[src/rtl/flash_pkg.sv]
// Shared definitions for the flash word fetcher: address width, FSM states
// and the word-alignment helper.
package flash_pkg;

    localparam int FLASH_ADDR_W = 24;
    localparam logic [7:0] FLASH_READ_CMD = 8'h03;
    localparam int WORD_BYTES = 4;
    localparam int TAG_W = FLASH_ADDR_W - 2;

    typedef enum logic [2:0] {
        ST_IDLE,
        ST_LOOKUP,
        ST_ISSUE,
        ST_WAIT,
        ST_GAP,
        ST_RESP
    } state_t;

    function automatic logic [FLASH_ADDR_W-1:0] word_base(input logic [FLASH_ADDR_W-1:0] addr);
        return {addr[FLASH_ADDR_W-1:2], 2'b00};
    endfunction

endpackage

[src/rtl/flash_word_fetcher_if.sv]
// Processor-side request/response bus plus the byte-read link to the
// SPI flash controller, bundled for the fetcher.
interface flash_word_fetcher_if;
    import flash_pkg::*;

    logic                    req_valid;
    logic [FLASH_ADDR_W-1:0] req_addr;
    logic                    req_ready;
    logic                    inv;
    logic                    rsp_valid;
    logic [31:0]             rsp_data;
    logic                    rsp_err;
    logic                    fl_chipSel;
    logic                    fl_readMem;
    logic [FLASH_ADDR_W-1:0] fl_addr;
    logic [7:0]              fl_data;
    logic                    fl_ready;

    // master: processor plus controller side; slave: the fetcher itself
    modport master (
        output req_valid, req_addr, inv, fl_data, fl_ready,
        input  req_ready, rsp_valid, rsp_data, rsp_err, fl_chipSel, fl_readMem, fl_addr
    );

    modport slave (
        input  req_valid, req_addr, inv, fl_data, fl_ready,
        output req_ready, rsp_valid, rsp_data, rsp_err, fl_chipSel, fl_readMem, fl_addr
    );

endinterface

[src/rtl/flash_word_buf.sv]
// One-entry word buffer: tag/valid/data register with combinational lookup.
// An invalidate in the same cycle as a write leaves the entry invalid.
module flash_word_buf
    import flash_pkg::*;
(
    input  logic             clk,
    input  logic             rst,
    input  logic [TAG_W-1:0] lookup_tag,
    output logic             hit,
    output logic [31:0]      rd_data,
    input  logic             wr_en,
    input  logic [TAG_W-1:0] wr_tag,
    input  logic [31:0]      wr_data,
    input  logic             inv
);

    logic             valid_reg;
    logic [TAG_W-1:0] tag_reg;
    logic [31:0]      data_reg;

    always_ff @(posedge clk) begin
        if (rst) begin
            valid_reg <= 1'b0;
            tag_reg   <= '0;
            data_reg  <= '0;
        end else begin
            if (wr_en) begin
                tag_reg  <= wr_tag;
                data_reg <= wr_data;
            end
            if (inv) begin
                valid_reg <= 1'b0;
            end else if (wr_en) begin
                valid_reg <= 1'b1;
            end
        end
    end

    // a concurrent invalidate must force a miss in the lookup cycle
    assign hit     = valid_reg && (tag_reg == lookup_tag) && !inv;
    assign rd_data = data_reg;

endmodule

[src/rtl/flash_word_fetcher.sv]
// Turns 32-bit word reads into four single-byte reads on the flash controller,
// assembles them little-endian, caches the last word and times out stuck bytes.
module flash_word_fetcher
    import flash_pkg::*;
#(
    parameter int TIMEOUT_CYC = 200,
    parameter bit BUF_EN      = 1'b1
) (
    input logic                 clk,
    input logic                 rst,
    flash_word_fetcher_if.slave bus
);

    localparam int WD_W = $clog2(TIMEOUT_CYC + 1);

    state_t                  state_reg, state_next;
    logic [FLASH_ADDR_W-1:0] base_reg, base_next;
    logic [1:0]              idx_reg, idx_next;
    logic [WD_W-1:0]         wdog_reg, wdog_next;
    logic [31:0]             word_reg, word_next;
    logic                    miss_reg, miss_next;
    logic                    req_ready_reg, req_ready_next;
    logic                    rsp_valid_reg, rsp_valid_next;
    logic [31:0]             rsp_data_reg, rsp_data_next;
    logic                    rsp_err_reg, rsp_err_next;
    logic                    cs_reg, cs_next;
    logic [FLASH_ADDR_W-1:0] fl_addr_reg, fl_addr_next;

    logic                    buf_hit;
    logic [31:0]             buf_rd;
    logic                    buf_wr;
    logic [31:0]             word_captured;

    // incoming byte lands in lane idx; other lanes keep what is already assembled
    genvar gi;
    for (gi = 0; gi < WORD_BYTES; gi++) begin : g_lane
        assign word_captured[gi*8 +: 8] = (idx_reg == 2'(gi)) ? bus.fl_data : word_reg[gi*8 +: 8];
    end

    if (BUF_EN) begin : g_buf
        flash_word_buf u_buf (
            .clk        (clk),
            .rst        (rst),
            .lookup_tag (base_reg[FLASH_ADDR_W-1:2]),
            .hit        (buf_hit),
            .rd_data    (buf_rd),
            .wr_en      (buf_wr),
            .wr_tag     (base_reg[FLASH_ADDR_W-1:2]),
            .wr_data    (rsp_data_reg),
            .inv        (bus.inv)
        );
    end else begin : g_nobuf
        assign buf_hit = 1'b0;
        assign buf_rd  = '0;
    end

    always_ff @(posedge clk) begin
        if (rst) begin
            state_reg     <= ST_IDLE;
            base_reg      <= '0;
            idx_reg       <= '0;
            wdog_reg      <= '0;
            word_reg      <= '0;
            miss_reg      <= 1'b0;
            req_ready_reg <= 1'b1;
            rsp_valid_reg <= 1'b0;
            rsp_data_reg  <= '0;
            rsp_err_reg   <= 1'b0;
            cs_reg        <= 1'b0;
            fl_addr_reg   <= '0;
        end else begin
            state_reg     <= state_next;
            base_reg      <= base_next;
            idx_reg       <= idx_next;
            wdog_reg      <= wdog_next;
            word_reg      <= word_next;
            miss_reg      <= miss_next;
            req_ready_reg <= req_ready_next;
            rsp_valid_reg <= rsp_valid_next;
            rsp_data_reg  <= rsp_data_next;
            rsp_err_reg   <= rsp_err_next;
            cs_reg        <= cs_next;
            fl_addr_reg   <= fl_addr_next;
        end
    end

    always_comb begin
        state_next     = state_reg;
        base_next      = base_reg;
        idx_next       = idx_reg;
        wdog_next      = wdog_reg;
        word_next      = word_reg;
        miss_next      = miss_reg;
        req_ready_next = 1'b0;
        rsp_valid_next = 1'b0;
        rsp_data_next  = rsp_data_reg;
        rsp_err_next   = 1'b0;
        cs_next        = cs_reg;
        fl_addr_next   = fl_addr_reg;
        buf_wr         = 1'b0;

        case (state_reg)
            ST_IDLE: begin
                req_ready_next = 1'b1;
                if (bus.req_valid) begin
                    base_next      = word_base(bus.req_addr);
                    idx_next       = 2'd0;
                    req_ready_next = 1'b0;
                    state_next     = ST_LOOKUP;
                end
            end

            ST_LOOKUP: begin
                if (buf_hit) begin
                    rsp_data_next  = buf_rd;
                    rsp_valid_next = 1'b1;
                    miss_next      = 1'b0;
                    state_next     = ST_RESP;
                end else begin
                    miss_next  = 1'b1;
                    state_next = ST_ISSUE;
                end
            end

            ST_ISSUE: begin
                cs_next      = 1'b1;
                fl_addr_next = base_reg + {{(FLASH_ADDR_W-2){1'b0}}, idx_reg};
                wdog_next    = '0;
                state_next   = ST_WAIT;
            end

            ST_WAIT: begin
                wdog_next = wdog_reg + 1'b1;
                if (bus.fl_ready) begin
                    cs_next   = 1'b0;
                    word_next = word_captured;
                    if (idx_reg == 2'd3) begin
                        rsp_data_next  = word_captured;
                        rsp_valid_next = 1'b1;
                        state_next     = ST_RESP;
                    end else begin
                        state_next = ST_GAP;
                    end
                end else if (wdog_reg == WD_W'(TIMEOUT_CYC - 1)) begin
                    // abandon the word; clearing miss keeps it out of the buffer
                    cs_next        = 1'b0;
                    rsp_err_next   = 1'b1;
                    rsp_valid_next = 1'b1;
                    miss_next      = 1'b0;
                    state_next     = ST_RESP;
                end
            end

            ST_GAP: begin
                idx_next   = idx_reg + 2'd1;
                state_next = ST_ISSUE;
            end

            ST_RESP: begin
                buf_wr         = miss_reg;
                req_ready_next = 1'b1;
                state_next     = ST_IDLE;
            end

            default: begin
                req_ready_next = 1'b1;
                cs_next        = 1'b0;
                state_next     = ST_IDLE;
            end
        endcase
    end

    assign bus.req_ready  = req_ready_reg;
    assign bus.rsp_valid  = rsp_valid_reg;
    assign bus.rsp_data   = rsp_data_reg;
    assign bus.rsp_err    = rsp_err_reg;
    assign bus.fl_chipSel = cs_reg;
    assign bus.fl_readMem = cs_reg;
    assign bus.fl_addr    = fl_addr_reg;

endmodule

[src/flat_wrapper.sv]
// flat-port wrapper written by rule: the top's interface ports become plain ports
module flash_word_fetcher_flat import flash_pkg::*;
#(
    parameter int TIMEOUT_CYC = 200,
    parameter bit BUF_EN      = 1'b1
)
  (clk, rst, bus_req_valid, bus_req_addr, bus_inv, bus_fl_data, bus_fl_ready, bus_req_ready, bus_rsp_valid, bus_rsp_data, bus_rsp_err, bus_fl_chipSel, bus_fl_readMem, bus_fl_addr);
  flash_word_fetcher_if bus_i ();
  input logic clk;
  input logic rst;
  input wire logic [$bits(bus_i.req_valid)-1:0] bus_req_valid;
  input wire logic [$bits(bus_i.req_addr)-1:0] bus_req_addr;
  input wire logic [$bits(bus_i.inv)-1:0] bus_inv;
  input wire logic [$bits(bus_i.fl_data)-1:0] bus_fl_data;
  input wire logic [$bits(bus_i.fl_ready)-1:0] bus_fl_ready;
  output wire logic [$bits(bus_i.req_ready)-1:0] bus_req_ready;
  output wire logic [$bits(bus_i.rsp_valid)-1:0] bus_rsp_valid;
  output wire logic [$bits(bus_i.rsp_data)-1:0] bus_rsp_data;
  output wire logic [$bits(bus_i.rsp_err)-1:0] bus_rsp_err;
  output wire logic [$bits(bus_i.fl_chipSel)-1:0] bus_fl_chipSel;
  output wire logic [$bits(bus_i.fl_readMem)-1:0] bus_fl_readMem;
  output wire logic [$bits(bus_i.fl_addr)-1:0] bus_fl_addr;
  assign bus_i.req_valid = bus_req_valid;
  assign bus_i.req_addr = bus_req_addr;
  assign bus_i.inv = bus_inv;
  assign bus_i.fl_data = bus_fl_data;
  assign bus_i.fl_ready = bus_fl_ready;
  assign bus_req_ready = bus_i.req_ready;
  assign bus_rsp_valid = bus_i.rsp_valid;
  assign bus_rsp_data = bus_i.rsp_data;
  assign bus_rsp_err = bus_i.rsp_err;
  assign bus_fl_chipSel = bus_i.fl_chipSel;
  assign bus_fl_readMem = bus_i.fl_readMem;
  assign bus_fl_addr = bus_i.fl_addr;
  flash_word_fetcher #(.TIMEOUT_CYC(TIMEOUT_CYC), .BUF_EN(BUF_EN)) u_core (.clk(clk), .rst(rst), .bus(bus_i));
endmodule
[config.mk]
export PLATFORM = sky130hd
export DESIGN_NAME = flash_word_fetcher_flat
export DESIGN_NICKNAME = d
export VERILOG_FILES = /design/src/rtl/flash_pkg.sv /design/src/rtl/flash_word_fetcher_if.sv /design/src/rtl/flash_word_buf.sv /design/src/rtl/flash_word_fetcher.sv /design/src/flat_wrapper.sv
export SDC_FILE = /design/constraint.sdc
export NUM_CORES = 1
export LEC_CHECK = 0
export ABC_AREA = 0
export BUFFER_PORTS_ARGS = -buffer_cell sky130_fd_sc_hd__buf_2
export CAP_MARGIN = 5
export CORE_MARGIN = 3
export CORE_UTILIZATION = 40
export DETAILED_ROUTE_END_ITERATION = 8
export GPL_TIMING_DRIVEN = 0
export PLACE_DENSITY_LB_ADDON = 0.15
export SYNTH_ARGS = -nofsm -noshare
export SYNTH_HDL_FRONTEND = slang
export SYNTH_SLANG_ARGS = --single-unit
[constraint.sdc]
create_clock -name clk -period 4.4 [get_ports clk]
set_input_delay 0.22 -clock clk [delete_from_list [all_inputs] [get_ports clk]]
set_output_delay 0.22 -clock clk [all_outputs]
set_load 0.005 [all_outputs]
==> flow_metrics.env <==
export IMPL_netlist_instances=917
export IMPL_insertion_delay_ps=430
export IMPL_reg2regPathDepth=7
export IMPL_finalWirelength_mm=19.6
export IMPL_nFillCells=1936
export IMPL_diodes=0
export IMPL_fmax_mhz=483
export IMPL_final_setup_viol_count=0
export IMPL_grt_pass1_wl_mm=31.9
export IMPL_core_area_um2=19000
export IMPL_ant_nets=0
export IMPL_rsz0062_at_grt="false"
export IMPL_synth_seq_cells=183
export IMPL_power_density_nw_per_um2=378
export IMPL_multi_input_area_um2=3780
export IMPL_place_congestion=0.814
export IMPL_cp_required_ps=4760
export IMPL_wl_per_cell_um=15.1
export IMPL_ios=98
export IMPL_fin_crit_sh_pct=47.0
export IMPL_nets=1064
export IMPL_syn_area_um2=7810
export IMPL_crit_chain="xnor2_1 -> nand4_1 -> nor3_1 -> nand3_1 -> nand2_4 -> buf_8 -> mux2i_1"
export IMPL_fin_skew_ps=7.73
export IMPL_hpwl_mm=14.2
export IMPL_track_usage_pct=18.6
export IMPL_tightest_slew_ps=696
export IMPL_max_clock_path_buffers=2
export IMPL_die_w_um=146
export IMPL_cpMaxStageDelayCell="dfxtp_1"
export IMPL_r2r_setup_slack_ps=2330
export IMPL_syn2layout_area_growth_pct=16.8
export IMPL_finalHoldViolations=0
export IMPL_grt_pass1_vias=6050
export IMPL_max_slew_margin_pct=53.6
export IMPL_critPathMaxStageDelay_ps=350
export IMPL_peakVddDrop_v=0.000312
export IMPL_vias=6294
export IMPL_slew_violations=0
export IMPL_final_cell_mix="nand2_1 (223), dfxtp_1 (183), a21oi_1 (115), buf_2 (96), mux2i_1 (89)"
export IMPL_hold_path_depth=3
export IMPL_post_route_cells_drive_above_1_share_pct=14.0
export IMPL_status="complete, no violations"
export IMPL_finalHoldWorstSlack_ps=25.8
export IMPL_seq_area_frac_synth_pct=46.9
export IMPL_grt_max_degree=17
export IMPL_final_common_cell="nand2_1"
export IMPL_leakagePower_nw=3.41
export IMPL_synth_top_area_share_pct=46.9
export IMPL_drv_cap=0
export IMPL_setup_tns_final_ps=0
export IMPL_cp_end_kind="register"
export IMPL_cp_arrival_ps=2420
export IMPL_initial_core_util_pct=41.2
export IMPL_cts_tree="done"
export IMPL_drc=0
export IMPL_avgSynthCellArea_um2=8.51
export IMPL_path_max_fanout=10
export IMPL_register_area_um2=3660
export IMPL_yosysWarnings=0
export IMPL_root_buffer="clkbuf_16"
export IMPL_finalCriticalPeriod_ps=2070
export IMPL_synth_top_cell_by_area="dfxtp_1"
export IMPL_startpoint_type="register"
export IMPL_htreeDepth=4
export IMPL_drt_iter0_markers=284
export IMPL_post_cts_setup_buffers=0
export IMPL_grt_antenna_before_repair=1
export IMPL_synth_distinct_cells=39
export IMPL_port_buffers=85
export IMPL_placementRows=50
export IMPL_min_delay_path_class="in2reg"
export IMPL_die_height_um=146
export IMPL_gr_total_overflow=0
export IMPL_vias_per_cell=4.86
export IMPL_cts_sinks=183
export IMPL_synth_area_leaders="dfxtp_1 (47%), mux2i_1 (11%), nand2_1 (11%)"
export IMPL_critPathKind="reg2reg"
export IMPL_numCtsBuffers=17
export IMPL_dieArea_um2=21200
export IMPL_cts_reportedPaths_clkPinSlew_ps=70
export IMPL_syn_nets=959
export IMPL_dr_pass1_iters=4
through the flow:
stage	worst slack, ps	utilization [%]	area [um^2]	instances	total power, mW
after floorplan	2780	-	7810	917	1.94
after global placement	2360	45.1	8560	1262	2.05
after detailed placement	2330	45.1	8560	1262	2.05
after CTS	2330	48.1	9120	1295	3.49
after global routing	2160	48.1	9120	1295	3.60
final	2330	48.1	9120	1295	3.45
logic make-up after synthesis:
logic type,synth area share (%)
muxes,11.7
xor gates and xnor gates,2.47
AOI/OAI and AO/OA,12.8
buffers and inverters,4.60
adders and majority gates,0.801
and+or+nand+nor,20.7
DFF,46.9
routing by layer:
metal	track usage, %	routed length (um)	vias to the layer above	part of all wire (%)
met5	0	13	-	0.066
met4	5.08	255	2	1.3
met3	4.05	755	22	3.9
met2	30.7	9140	114	47
met1	24.8	9440	2873	48
li1	-	-	3283	-
repair_timing:
item                                   in CTS  in global routing
resized for setup                           0                  0
hold buffers                                1                  0
endpoints found under the hold margin       1                  0
path summary, 6_finish.rpt:
check	start	endpoint
min	bus_req_addr[9]	u_core.base_reg[9]
max	u_core.base_reg[18]	u_core.bus.rsp_data[3]
min reg2reg	u_core.bus.fl_addr[18]	u_core.bus.fl_addr[18]
max reg2reg	u_core.base_reg[18]	u_core.bus.rsp_data[3]
area by class of cell:
cell class              instances  area share, %
flip-flops and latches        183           40.2
repair buffers                 86           4.77
plain buffers                  72           3.81
well taps                     260           3.57
inverters                       3          0.123
clock inverters                11           1.12
multi-input cells             659           41.5
clock buffers                  21           4.94
critical path, delay by kind of cell (launching register included):
family	cells	cell delay [ps]
XOR/XNOR	1	280
buffers and inverters	1	180
flip-flops	1	350
multiplexers	1	210
AND/OR/NAND/NOR	4	960
power breakdown:
group	internal, mW	total, mW	switching [mW]	leakage, nW
Sequential	1.69	1.72	0.0346	1.48
Combinational	0.101	0.288	0.187	1.68
Clock	0.793	1.44	0.648	0.251
synth_stat cells, drive strengths merged:
library cell  number
inv                3
and3               4
a22oi              7
ha                 5
nor3               6
clkbuf            47
buf               25
a221oi             1
nand4b             1
nand3b             1
and2b              1
o21ai              6
nand4              6
nor3b              1
dfxtp            183
a32oi              1
a211o             32
or4                1
mux2               2
nor4               1
xnor2             22
mux2i             89
a21oi            115
o31ai              1
nand2b            35
nor2b              5
and2               1
nand3             11
a211oi             1
nor2              74
or2                1
a21o               4
nand2            224
Note: power is estimated with default switching activity, not from simulation.
